==> src/rtl/hazard_ctrl.sv <==
// hazard_ctrl
// Pipeline hazard and stall controller for the 5-stage RISC-V core.
// It drives the flush / nwen (active-low write enable) inputs of the PC and
// of the IF/ID, ID/EX, EX/MEM and MEM/WB pipeline registers. It resolves:
//   - load-use hazards
//   - taken-branch redirects
//   - instruction and data memory wait states
//   - debug halt / drain / resume
// It also counts stall cycles for performance monitoring.
//
// Ports:
//   clk_i, nrst_i                 core clock, asynchronous active-low reset
//   id_rs1_i, id_rs2_i            source registers of the ID instruction
//   id_uses_rs1_i, id_uses_rs2_i  ID instruction actually reads rs1 / rs2
//   ex_rd_i, ex_is_load_i         destination / load flag of the EX instruction
//   ex_branch_taken_i             EX instruction redirects the PC
//   imem_ready_i                  instruction memory has valid data
//   mem_req_i, dmem_ready_i       MEM-stage access request / completion
//   halt_req_i, resume_i          debug halt and resume pulses
//   stat_clear_i                  synchronous clear of stall_cycles_o
//   pc_nwen_o, pc_sel_target_o    PC hold and branch-target select
//   *_nwen_o, *_flush_o           pipeline register controls
//   halted_o                      core is halted for debug
//   stall_cycles_o                saturating count of RUN cycles with PC held
module hazard_ctrl #(
  parameter int CNT_WIDTH    = 32,
  parameter int DRAIN_CYCLES = 4
) (
  input  logic                 clk_i,
  input  logic                 nrst_i,
  input  logic [4:0]           id_rs1_i,
  input  logic [4:0]           id_rs2_i,
  input  logic                 id_uses_rs1_i,
  input  logic                 id_uses_rs2_i,
  input  logic [4:0]           ex_rd_i,
  input  logic                 ex_is_load_i,
  input  logic                 ex_branch_taken_i,
  input  logic                 imem_ready_i,
  input  logic                 mem_req_i,
  input  logic                 dmem_ready_i,
  input  logic                 halt_req_i,
  input  logic                 resume_i,
  input  logic                 stat_clear_i,
  output logic                 pc_nwen_o,
  output logic                 pc_sel_target_o,
  output logic                 if_id_nwen_o,
  output logic                 if_id_flush_o,
  output logic                 id_ex_nwen_o,
  output logic                 id_ex_flush_o,
  output logic                 ex_mem_nwen_o,
  output logic                 ex_mem_flush_o,
  output logic                 mem_wb_nwen_o,
  output logic                 mem_wb_flush_o,
  output logic                 halted_o,
  output logic [CNT_WIDTH-1:0] stall_cycles_o
);

  localparam int DCW = (DRAIN_CYCLES < 1) ? 1 : $clog2(DRAIN_CYCLES + 1);
  localparam logic [DCW-1:0] DRAIN_LAST = DCW'(DRAIN_CYCLES);

  typedef enum logic [1:0] {
    RUN    = 2'd0,
    DRAIN  = 2'd1,
    HALTED = 2'd2
  } state_e;

  state_e               state_q;
  logic [DCW-1:0]       drain_cnt_q;
  logic                 halt_pend_q;
  logic                 halted_q;
  logic [CNT_WIDTH-1:0] stall_q;

  logic dmem_busy;
  logic redirect;
  logic rs_match;
  logic load_use;
  logic ifetch_wait;
  logic freeze_front;

  // Hazard classification; the priority chain keeps the four conditions
  // mutually exclusive.
  always_comb begin
    dmem_busy   = mem_req_i & ~dmem_ready_i;
    redirect    = ex_branch_taken_i & ~dmem_busy;
    rs_match    = (id_uses_rs1_i & (id_rs1_i == ex_rd_i)) |
                  (id_uses_rs2_i & (id_rs2_i == ex_rd_i));
    load_use    = ex_is_load_i & (ex_rd_i != 5'd0) & rs_match &
                  ~dmem_busy & ~redirect;
    ifetch_wait = ~imem_ready_i & ~dmem_busy & ~redirect & ~load_use;
    // While draining, a redirect still lets the PC load its target so that
    // resume fetches from the correct address.
    freeze_front = ((state_q == DRAIN) & ~redirect) | (state_q == HALTED);
  end

  // Control outputs. Reset forces every register to clear (flush wins over
  // nwen inside the pipeline registers); a data-memory wait freezes the
  // whole pipeline and overrides every other action, FSM included.
  always_comb begin
    pc_nwen_o       = 1'b0;
    pc_sel_target_o = 1'b0;
    if_id_nwen_o    = 1'b0;
    if_id_flush_o   = 1'b0;
    id_ex_nwen_o    = 1'b0;
    id_ex_flush_o   = 1'b0;
    ex_mem_nwen_o   = 1'b0;
    ex_mem_flush_o  = 1'b0;
    mem_wb_nwen_o   = 1'b0;
    mem_wb_flush_o  = 1'b0;
    if (!nrst_i) begin
      pc_nwen_o      = 1'b1;
      if_id_nwen_o   = 1'b1;
      if_id_flush_o  = 1'b1;
      id_ex_nwen_o   = 1'b1;
      id_ex_flush_o  = 1'b1;
      ex_mem_nwen_o  = 1'b1;
      ex_mem_flush_o = 1'b1;
      mem_wb_nwen_o  = 1'b1;
      mem_wb_flush_o = 1'b1;
    end else if (dmem_busy) begin
      pc_nwen_o      = 1'b1;
      if_id_nwen_o   = 1'b1;
      id_ex_nwen_o   = 1'b1;
      ex_mem_nwen_o  = 1'b1;
      mem_wb_flush_o = 1'b1;
    end else begin
      if (redirect) begin
        pc_sel_target_o = 1'b1;
        if_id_flush_o   = 1'b1;
        id_ex_flush_o   = 1'b1;
      end
      if (load_use) begin
        pc_nwen_o     = 1'b1;
        if_id_nwen_o  = 1'b1;
        id_ex_flush_o = 1'b1;
      end
      if (ifetch_wait) begin
        pc_nwen_o     = 1'b1;
        if_id_flush_o = 1'b1;
      end
      if (freeze_front) begin
        pc_nwen_o     = 1'b1;
        if_id_flush_o = 1'b1;
      end
    end
  end

  // Debug FSM and stall counter. A halt request that arrives during a data
  // memory wait is remembered and taken on the first non-busy cycle.
  always_ff @(posedge clk_i or negedge nrst_i) begin
    if (!nrst_i) begin
      state_q     <= RUN;
      drain_cnt_q <= '0;
      halt_pend_q <= 1'b0;
      halted_q    <= 1'b0;
      stall_q     <= '0;
    end else begin
      if (stat_clear_i) begin
        stall_q <= '0;
      end else if ((state_q == RUN) && pc_nwen_o && (stall_q != '1)) begin
        stall_q <= stall_q + CNT_WIDTH'(1);
      end

      case (state_q)
        RUN: begin
          if ((halt_req_i | halt_pend_q) && !dmem_busy) begin
            state_q     <= DRAIN;
            drain_cnt_q <= '0;
            halt_pend_q <= 1'b0;
          end else if (halt_req_i) begin
            halt_pend_q <= 1'b1;
          end
        end
        DRAIN: begin
          if (!dmem_busy) begin
            drain_cnt_q <= drain_cnt_q + DCW'(1);
            if ((drain_cnt_q + DCW'(1)) == DRAIN_LAST) begin
              state_q  <= HALTED;
              halted_q <= 1'b1;
            end
          end
        end
        HALTED: begin
          if (resume_i) begin
            state_q     <= RUN;
            halted_q    <= 1'b0;
            drain_cnt_q <= '0;
          end
        end
        default: begin
          state_q  <= RUN;
          halted_q <= 1'b0;
        end
      endcase
    end
  end

  assign halted_o       = halted_q;
  assign stall_cycles_o = stall_q;

endmodule

==> config.mk <==
export PLATFORM = sky130hd
export DESIGN_NAME = hazard_ctrl
export DESIGN_NICKNAME = d
export VERILOG_FILES = /design/src/rtl/hazard_ctrl.sv
export SDC_FILE = /design/constraint.sdc
export NUM_CORES = 1
export LEC_CHECK = 0
export CAP_MARGIN = 25
export CORE_ASPECT_RATIO = 0.9
export CORE_MARGIN = 10
export CORE_UTILIZATION = 40
export CTS_CLUSTER_DIAMETER = 60
export DETAILED_ROUTE_END_ITERATION = 8
export PLACE_DENSITY = 0.81
export SYNTH_ARGS = -nofsm -noshare
export SYNTH_HDL_FRONTEND = slang
export SYNTH_SLANG_ARGS = --single-unit
export TNS_END_PERCENT = 10
==> constraint.sdc <==
create_clock -name clk_i -period 3.55 [get_ports clk_i]
set_clock_uncertainty 0.15 [all_clocks]
set_input_delay 0.8875 -clock clk_i [delete_from_list [all_inputs] [get_ports clk_i]]
set_output_delay 0.8875 -clock clk_i [all_outputs]
set_load 0.01 [all_outputs]
==> impl_metrics.tcl <==
set metrics [dict create \
    synth_nets 306 \
    insertedDiodeCount 0 \
    wire_per_inst_um 17.3 \
    worst-path-buf-inv 2 \
    cts_made_buffers 5 \
    min_path_type "reg -> reg" \
    start_util 0.420 \
    area_growth_pct 37.0 \
    slew_viol_final 0 \
    setup_ws_ns 0.0132 \
    reg2reg_slack_ns 0.90 \
    ys_ff_latch 39 \
    track_usage 0.154 \
    combPwrFrac 0.252 \
    clk_path_buf_depth 2 \
    path_class "in -> out" \
    power_density_nw_per_um2 345 \
    crit_start "ex_rd_i[3]" \
    clk_pin_slew_worst_paths_ns 0.07 \
    fin_area_um2 3330 \
    power.leakage_nw 1.31 \
    setup.worst_path.start_class "input port" \
    place_area_um2 3250 \
    ant_nets 0 \
    route.detailed.drc 0 \
    cts_setup_buffers 0 \
    ys_async_sr_fraction 1.00 \
    path_max_fanout 3 \
    syn_area_um2 2430 \
    io_pins 70 \
    wirelength_um 7340 \
    core_area_um2 5790 \
    max_slew_margin 0.653 \
    status "finished, final reports clean" \
    swShare 0.300 \
    yosysTopAreaCellShare 0.401 \
    p_sw_uw 345 \
    drt_iter0_drc 246 \
    p_clk_frac 0.290 \
    gp_congestion 0.885 \
    via_per_inst 5.93 \
    fp.dieH_um 94.0 \
    yosysSeqAreaShare 0.401 \
    rows 26 \
    tightest_slew_ns 0.520 \
    cp.required_ns 2.51 \
    post-place-ws_ns -0.589 \
    internal-power_uw 805 \
    fmax_mhz 283 \
    via_count 2508 \
    antenna_found_initial 0 \
    crit_chain "dlygate4sd2_1 -> or4_1 -> o211ai_1 -> a21o_1 -> o21bai_1 -> or3_1 -> buf_2" \
    cts_root_buffer "clkbuf_8" \
    synthCells 276 \
    hold_violations 0 \
    ff2ff_path_depth 6 \
    timing.rr.end "stall_cycles_o[0]" \
    r2r-start "stall_cycles_o[6]" \
    cts_tree "yes" \
    peakVddDrop_uv 225 \
    insertion_delay_ns 0.29 \
    grt_pass1_wl_um 12000 \
    die-width_um 102 \
    grt_pass1_vias 2398 \
    avgSynthCellArea_um2 8.82 \
    setup_tns_ns 0 \
    cap_violations 0 \
    drive_gt1_frac 0.116 \
    synth.largest_area_cell "dfrtp_1" \
    synth_edf_count 0 \
    setup_viol 0 \
    synth_area_leaders "dfrtp_1, a21oi_1, or3_1" \
    hp-start "halted_o" \
    min_to "halted_o" \
    worstHoldPathCells 2 \
    ys.flop_type "dfrtp_1" \
    post-dp-hpwl_um 5580 \
    cts_num_sinks 39 \
    portBuffers 69 \
    first_pass_iters 4 \
    h-tree-depth 2 \
    yosysWarningCount 0 \
    rsz0062_at_grt "true" \
    fin_util 0.576 \
    endpoint_kind "output pin" \
    seq_power_share 0.459 \
    stdcell_count 423 \
    arrival_ns 2.50 \
    dieArea_um2 9610 \
    synth_cell_type_count 43 \
    grt_start_max_net_pins 35 \
    cp_slowest_cell "or4_1" \
    slowest_delay_ns 0.50 \
    final.min_clock_period_ns 3.54 \
    dpl.cell_count 415 \
    crit_family "simple AND/OR/NAND/NOR gates" \
    min_period_over_period 0.996 \
    finalNetCount 382 \
    overflow 0 \
]
logic make-up after synthesis:
kind of cell / Yosys count / synth area share
simple gates: 122 / 0.299
compound gates: 73 / 0.177
flops: 39 / 0.401
buf+inv: 24 / 0.0494
xor+xnor: 11 / 0.0396
mux: 4 / 0.0180
fa+ha+maj: 3 / 0.0154
repair_timing:
action / in CTS / in global routing
hold buffers: 0 / 0
setup endpoints to repair: 4 / 5
pin swaps: 7 / 5
gates resized for setup: 23 / 2
how the worst max path moves through the flow:
stage,end,slack [ns],depth (start not counted)
2_1_floorplan,pc_nwen_o,0.25,5
3_3_place_gp,pc_nwen_o,-0.56,7
3_5_place_dp,pc_nwen_o,-0.59,7
4_1_cts,pc_nwen_o,0.006,7
5_1_grt,if_id_flush_o,-0.03,9
6_report,pc_nwen_o,0.01,7
metal layers:
| metal | global-route usage | wire, um | up-vias |
|---|---|---|---|
| met5 | 0 | 0 | - |
| met3 | 0.0309 | 414 | 4 |
| li1 | - | - | 1195 |
| met1 | 0.189 | 3040 | 1240 |
| met4 | 0.0364 | 36 | 0 |
| met2 | 0.269 | 3850 | 69 |
final cells by class:
cell class,count,area (um2)
fill,534,2460
multi-input combinational,213,1350
sequential,39,976
clock buffer,8,100
inverter,4,15.0
timing repair buffer,89,810
tap,70,87.6
cells in the final DEF, fill, tap and decap left out, types with 4 or more instances in the layout:
| cell | n |
|---|---|
| clkdlybuf4s50_1 | 58 |
| dfrtp_1 | 39 |
| a21oi_1 | 33 |
| buf_4 | 20 |
| o21ai_0 | 19 |
| or3_1 | 18 |
| nand3_1 | 17 |
| nand4_1 | 15 |
| or4_1 | 12 |
| nor2_1 | 12 |
| nand2_1 | 10 |
| and3_1 | 10 |
| o31ai_1 | 10 |
| xor2_1 | 9 |
| clkbuf_8 | 7 |
| nor3_1 | 5 |
| dlygate4sd2_1 | 5 |
| buf_2 | 5 |
| inv_1 | 4 |
| nor2b_1 | 4 |
| nand2b_1 | 4 |
sequential cells by signal, summed over array words and instances, names as in the netlist:
signal and count:
halt_pend_q 1, drain_cnt_q 3, stall_cycles_o 32, halted_o 1, state_q 2
power groups by stage:
stage / clock network, mW / registers (mW) / logic [mW]
4_1_cts: 0.341 / 0.527 / 0.290
6_report: 0.333 / 0.527 / 0.289
2_1_floorplan: 0 / 0.522 / 0.170
5_1_grt: 0.355 / 0.537 / 0.325
3_5_place_dp: 0 / 0.535 / 0.295
3_3_place_gp: 0 / 0.534 / 0.284
cells in the mapped netlist, drive strengths merged, types with 4 or more instances:
master / count
dfrtp: 39
a21oi: 33
o21ai: 19
or3: 18
nand3: 17
nand4: 16
nor2: 13
or4: 12
buf: 11
and3: 10
nand2: 10
o31ai: 10
clkbuf: 9
xor2: 9
nand2b: 5
nor3: 5
nor4: 5
inv: 4
nor2b: 4
per-stage QoR:
step / hold WS, ns / power [mW]
floorplan: 0.343 / 0.692
global placement: 0.361 / 0.818
detailed placement: 0.369 / 0.830
CTS: 0.385 / 1.16
global route: 0.401 / 1.22
finish: 0.380 / 1.15
worst register-to-register path: cells and delay by family, from the launching register on:
| family | cells | cell delay (ns) |
|---|---|---|
| mux | 1 | 0.33 |
| simple gates | 5 | 1.61 |
| flops | 1 | 0.46 |
(Power assumes the default switching activity.)
